**config.mk**
```make
export PLATFORM = sky130hd
export DESIGN_NAME = convolutor_job_sequencer
export DESIGN_NICKNAME = d
export VERILOG_FILES = /design/src/rtl/convolutor_job_sequencer.sv
export SDC_FILE = /design/constraint.sdc
export NUM_CORES = 1
export LEC_CHECK = 0
export CAP_MARGIN = 20
export CORE_AREA = 2 2 76 85
export DETAILED_ROUTE_END_ITERATION = 16
export DIE_AREA = 0 0 78 87
export PLACE_DENSITY_LB_ADDON = 0.12
export SYNTH_ARGS = -nofsm -noshare
export SYNTH_HDL_FRONTEND = slang
export SYNTH_SLANG_ARGS = --single-unit
```
**constraint.sdc**
```tcl
create_clock -name clk -period 5.8 [get_ports clk]
set_input_delay 0.58 -clock clk [delete_from_list [all_inputs] [get_ports clk]]
set_output_delay 0.58 -clock clk [all_outputs]
set_load 0.01 [all_outputs]
```
**src/rtl/convolutor_job_sequencer.sv**
```systemverilog
// Job sequencer around the convolutor: loads Y memory, pulses start, waits for done
// under a watchdog, then streams Z memory out over a valid/ready handshake.
module convolutor_job_sequencer #(
   parameter int ADDR_WIDTH = 5,
   parameter int DATA_WIDTH = 8,
   parameter int X_SIZE     = 5,
   parameter int TIMEOUT    = 1023
) (
   input  logic                    clk,
   input  logic                    rst_n,
   input  logic                    job_valid_i,
   output logic                    job_ready_o,
   input  logic [ADDR_WIDTH-1:0]   job_size_i,
   input  logic                    y_valid_i,
   output logic                    y_ready_o,
   input  logic [DATA_WIDTH-1:0]   y_data_i,
   output logic                    memY_wr_en_o,
   output logic [ADDR_WIDTH-1:0]   memY_wr_addr_o,
   output logic [DATA_WIDTH-1:0]   memY_wr_data_o,
   output logic                    conv_start_o,
   output logic [ADDR_WIDTH-1:0]   conv_sizeY_o,
   input  logic                    conv_done_i,
   output logic [ADDR_WIDTH:0]     memZ_rd_addr_o,
   input  logic [2*DATA_WIDTH-1:0] memZ_rd_data_i,
   output logic                    z_valid_o,
   input  logic                    z_ready_i,
   output logic [2*DATA_WIDTH-1:0] z_data_o,
   output logic                    z_last_o,
   output logic                    busy_o,
   output logic                    err_o
);
   localparam int ZW = ADDR_WIDTH + 1;
   localparam int WW = $clog2(TIMEOUT + 1);
   localparam logic [ADDR_WIDTH-1:0] ONE_A = 1;
   localparam logic [ZW-1:0]         ONE_Z = 1;

   typedef enum logic [2:0] {
      IDLE      = 3'd0,
      LOAD_Y    = 3'd1,
      START     = 3'd2,
      WAIT_DONE = 3'd3,
      RD_ADDR   = 3'd4,
      RD_WAIT   = 3'd5,
      OUT       = 3'd6
   } state_t;

   state_t                  state, state_nxt;
   logic [ADDR_WIDTH-1:0]   size_q, ycnt;
   logic [ZW-1:0]           zlen, zcnt, rd_addr_q;
   logic [WW-1:0]           wdog;
   logic [2*DATA_WIDTH-1:0] zdata_q;
   logic                    zvalid_q, zlast_q;
   logic                    timeout, done_ok;

   // The watchdog is zero only in the first WAIT_DONE cycle, where done is not trusted yet.
   assign timeout = (wdog == WW'(TIMEOUT));
   assign done_ok = conv_done_i && (wdog != '0);

   always_comb begin
      state_nxt = state;
      err_o     = 1'b0;
      case (state)
         IDLE: begin
            if (job_valid_i) begin
               if (job_size_i == '0) err_o = 1'b1;
               else                  state_nxt = LOAD_Y;
            end
         end
         LOAD_Y:    if (y_valid_i && (ycnt == size_q - ONE_A)) state_nxt = START;
         START:     state_nxt = WAIT_DONE;
         WAIT_DONE: begin
            if (done_ok) begin
               state_nxt = RD_ADDR;
            end else if (timeout) begin
               err_o     = 1'b1;
               state_nxt = IDLE;
            end
         end
         RD_ADDR:   state_nxt = RD_WAIT;
         RD_WAIT:   state_nxt = OUT;
         OUT:       if (z_ready_i) state_nxt = zlast_q ? IDLE : RD_ADDR;
         default:   state_nxt = IDLE;
      endcase
   end

   always_ff @(posedge clk or negedge rst_n) begin
      if (!rst_n) begin
         state     <= IDLE;
         size_q    <= '0;
         zlen      <= '0;
         ycnt      <= '0;
         zcnt      <= '0;
         rd_addr_q <= '0;
         wdog      <= '0;
         zdata_q   <= '0;
         zvalid_q  <= 1'b0;
         zlast_q   <= 1'b0;
      end else begin
         state <= state_nxt;
         case (state)
            IDLE: begin
               if (job_valid_i && (job_size_i != '0)) begin
                  size_q <= job_size_i;
                  zlen   <= ZW'(job_size_i) + ZW'(X_SIZE - 1);
                  ycnt   <= '0;
                  zcnt   <= '0;
               end
            end
            LOAD_Y:    if (y_valid_i) ycnt <= ycnt + ONE_A;
            START:     wdog <= '0;
            WAIT_DONE: begin
               if (!timeout) wdog <= wdog + WW'(1);
               if (done_ok)  zcnt <= '0;
            end
            RD_ADDR:   rd_addr_q <= zcnt;
            // Z memory has one cycle of read latency, so data is valid during RD_WAIT.
            RD_WAIT: begin
               zdata_q  <= memZ_rd_data_i;
               zvalid_q <= 1'b1;
               zlast_q  <= (zcnt == zlen - ONE_Z);
            end
            OUT: begin
               if (z_ready_i) begin
                  zvalid_q <= 1'b0;
                  zlast_q  <= 1'b0;
                  if (!zlast_q) zcnt <= zcnt + ONE_Z;
               end
            end
            default: ;
         endcase
      end
   end

   assign job_ready_o    = (state == IDLE);
   assign busy_o         = (state != IDLE);
   assign y_ready_o      = (state == LOAD_Y);
   assign memY_wr_en_o   = (state == LOAD_Y) && y_valid_i;
   assign memY_wr_addr_o = ycnt;
   assign memY_wr_data_o = memY_wr_en_o ? y_data_i : '0;
   assign conv_start_o   = (state == START);
   assign conv_sizeY_o   = size_q;
   assign memZ_rd_addr_o = (state == RD_ADDR) ? zcnt : rd_addr_q;
   assign z_valid_o      = zvalid_q;
   assign z_data_o       = zdata_q;
   assign z_last_o       = zlast_q;

endmodule

```
# After elaboration in Yosys (flattened, before gate mapping)
# Index checks and enable logic that the tools add are counted.
# op_classes
muxes	28
n_eq_ne	19
addsub	6
n_reduce_logical	19
# ops
cell	n
$mux W6	5
$mux W3	7
$pmux W3 S7	1
$pmux W10 S2	1
$pmux W6 S3	1
$ne A2 B2 Y1 const B	7
$add A10 B1 Y10 const B	1
$eq A10 B10 Y1 const B	1
$mux W10	1
$mux W5	2
$pmux W5 S2	1
$reduce_and A5 Y1	2
$reduce_bool A10 Y1	1
$eq A3 B3 Y1 const B	3
$mux W8	1
$add A5 B3 Y6 const B	1
$add A6 B1 Y6 const B	1
$eq A3 B2 Y1 const B	2
$eq A6 B6 Y1	1
$pmux W1 S2	3
$reduce_and A2 Y1	3
$reduce_bool A2 Y1	3
$reduce_bool A3 Y1	2
$sub A6 B1 Y6 const B	1
12 further kinds	20
# totals
output_inout_bits	48
ff_bits	59

# Depth between registers and ports, before layout
# logic_depth
word_depth	5
mapped_depth	8
depth_no_buf	7

# Worst setup path before layout
# OpenSTA, ideal clock, no wires.
# synth_timing
path_type	register -> output
from	reg wdog[0]
to	out err_o
n_path_buf	0
t_arrival_ns	1.794
path_slack_ns	3.426
stages_incl_launch_ff	7
t_required_ns	5.220
cell_sequence	dfrtp_1 inv_1 ha_1 or3b_2 o41a_1 nor4_1 a31o_1
# synth_via
elab_chain_len	4
elab_cells_between_ends	6
classes_between	eq/ne: 1; mux: 3; reduce/logical: 2
# synth_lines
element	line	text
start, declared	50	logic [WW-1:0] wdog;
start signal, assigned	112	if (!timeout) wdog <= wdog + WW'(1);
$eq A10 B10 Y1 / $reduce_bool A10 Y1 (equally long branches)	56, 57	
$mux W1 / $logic_and A1 B1 Y1 (equally long branches)	74, 57	
$mux W1 (*)	72	if (done_ok) begin
$pmux W1 S2 (*)	62	case (state)
end, declared	30	output logic err_o
# Every way passes the cells marked *; elsewhere a longest branch is shown, timed or not.

# Worst setup path in the final report
# Same ends and word-level chain as after synthesis.

==> results_dict.tcl <==
set metrics [dict create \
    mostFrequentLayoutCells "clkdlybuf4s50_1, dfrtp_1, nand2_1" \
    synthFlopType "dfrtp_1" \
    max_freq_mhz 298.8 \
    finalSetupTns_ns 0 \
    startpoint "wdog[0]" \
    vias_per_cell 5.390 \
    coreArea_mm2 0.006006 \
    rr_startpoint "wdog[0]" \
    r2r_cells 7 \
    cts_sinks 57 \
    cts_resized 0 \
    die_y_um 87 \
    end_kind "output port" \
    antenna_found_initial 0 \
    rsz0062_at_grt "no" \
    cpPeakStageDelay_ns 0.54 \
    postCtsSetupBuffers 0 \
    initial_utilization_pct 49.96 \
    cp_slowest_cell "clkdlybuf4s50_1" \
    area_growth_pct 35.53 \
    worst_clock_skew_ns 0.01106 \
    critical_path_required_ns 5.22 \
    synth_edf_count 0 \
    dp_hpwl_mm 4.632 \
    num_antenna_cells 0 \
    vias 2447 \
    cts_buffers 9 \
    slew_viol_final 0 \
    yosysWarnings 0 \
    syn_area_mm2 0.003000 \
    r2r_slack_ns 3.47 \
    crit_path_start_kind "flop" \
    setup_viol 0 \
    cap_viol_max_count 0 \
    grt_pass1_vias 2398 \
    drc 0 \
    cp_top_family "simple AND/OR/NAND/NOR gates" \
    clk_pin_slew_ns 0.07 \
    critPathMaxFanout 5 \
    cts-hold-fix-buffers 0 \
    worst_pin_slew_ns 0.8890 \
    drive_gt1_share_pct 13.90 \
    synth_area_per_cell_um2 10.35 \
    status "finished clean" \
    clk_latency_ns 0.33 \
    gp_congestion 0.8273 \
    post-route-period-util_pct 57.71 \
    final_common_cell "clkdlybuf4s50_1" \
    floorplan.rows 30 \
    grt_pass1_wl_mm 10.76 \
    crit_chain "inv_1, ha_1, or3b_2, o41a_1, nor4_1, a31o_1, clkdlybuf4s50_1" \
    wl_mm 6.529 \
    multi_input_area_mm2 0.001449 \
    fin_crit_ns 3.347 \
    critPathBufInv 2 \
    clockRootBuffer "clkbuf_8" \
    drtIter0Drc 190 \
    vdd_drop_max_mv 0.3068 \
    grt_start_max_net_pins 58 \
    timing.rr.end "state[0]" \
    antenna_left 0 \
    timing.critical_path.to "err_o" \
    grt_usage_pct 20.34 \
    dr.pass1.iters 4 \
    total_power_uw 1876 \
    async_reset_ff_share_pct 100.0 \
    netlist_instances 290 \
    ios 83 \
    relSlewSlack_pct 40.57 \
    synth_cell_types 50 \
    overflow 0 \
    leakage_uw 0.001805 \
    cp_num_cells 7 \
    clock_path_buffers 2 \
    hold_viol_final 0 \
    fin_nets 412 \
    seq_area_mm2 0.001426 \
    cts_tree "yes" \
    wl_per_cell_um 14.38 \
    cts_max_level 3 \
    seq_area_frac_synth_pct 47.54 \
    power.density_mw_per_mm2 461.3 \
    synth_seq_cells 57 \
    chipWidth_um 78 \
    hp-class "input port to asynchronous set/reset pin" \
    dieArea_mm2 0.006786 \
    critPathArrivalTime_ns 2.77 \
    nFillCells 476 \
    path_class "flop to output port" \
    io_buffers 82 \
    synth_fp_nets 332 \
]
-- worst min-delay path by stage --
stage	cells after the start	startpoint	end
3_5_place_dp	1	rd_addr_q[2]	rd_addr_q[2]
4_1_cts	2	rst_n	memY_wr_addr_o[1]
2_1_floorplan	0	rst_n	conv_sizeY_o[0]
5_1_grt	2	rst_n	memY_wr_addr_o[1]
3_3_place_gp	2	z_valid_o	z_valid_o
6_report	2	rst_n	memY_wr_addr_o[1]
-- area by class of cell --
cell class	count	share of cell area, %
Tap cell	80	2.462
Timing Repair Buffer	84	20.37
Inverter	14	1.292
Clock buffer	12	3.569
Sequential cell	57	35.08
Clock inverter	3	1.600
Multi-Input combinational cell	204	35.63
-- kinds of logic (layout without fill, tap and decap cells) --
group	Yosys count	count (layout)	synth area share [%]
compound gates	46	46	10.51
xor+xnor	24	24	7.006
fa+ha+maj	7	7	2.919
buf+inv	29	113	4.170
flops	57	57	47.54
mux	27	27	10.18
simple gates	100	100	17.68
-- synth_stat cells (8+ instances only) --
cell type / n / area share [%]
a21oi_1: 8 / 1.3
dfrtp_1: 57 / 48
clkbuf_1: 11 / 1.4
xor2_1: 14 / 4.1
nor2_1: 18 / 2.3
and3_1: 11 / 2.3
xnor2_1: 10 / 2.9
o21ai_1: 13 / 2.2
nand3_1: 9 / 1.5
nand2_1: 26 / 3.3
mux2_2: 24 / 9.0
o21ai_0: 9 / 1.5
inv_1: 12 / 1.5
-- stage by stage --
step,instance area [um2],setup slack (ns),hold slack [ns],instances,utilization (%)
final,4066,2.453,0.3749,454,67.71
after global routing,4066,2.363,0.4674,454,67.71
after CTS,4061,2.346,0.4104,453,67.63
after detailed placement,3851,2.610,0.4850,438,64.13
after global placement,3851,2.614,0.4619,438,64.13
after floorplan,3000,3.426,0.2844,290,-
-- report_power, final --
| part | switching, uW | internal (uW) |
|---|---|---|
| Sequential | 131 | 524 |
| Combinational | 368 | 453 |
| Clock | 149 | 251 |
| Total | 648 | 1230 |
-- worst reg2reg max path: stages (launching register included) --
cell	delay [ns]
dfrtp_1	0.42
inv_1	0.08
ha_1	0.13
or3b_2	0.45
o41ai_1	0.56
a221oi_2	0.13
nand3_2	0.14
mux2_4	0.30
-- sequential cells by signal, indices dropped and copies added (netlist names) --
| name | count |
|---|---|
| z_data_o | 16 |
| wdog | 10 |
| rd_addr_q | 6 |
| zcnt | 6 |
| conv_sizeY_o | 5 |
| memY_wr_addr_o | 5 |
| zlen | 4 |
| state | 3 |
| z_last_o | 1 |
| z_valid_o | 1 |
-- layer usage --
metal | up-vias | part of all wire (%) | GRT usage (%)
met5 | - | 0 | 0
met4 | 0 | 1.9 | 10.21
met3 | 11 | 6.7 | 6.535
met2 | 72 | 48 | 33.62
met1 | 1188 | 43 | 23.97
li1 | 1176 | - | -
Note: power is estimated with default switching activity, not from simulation.
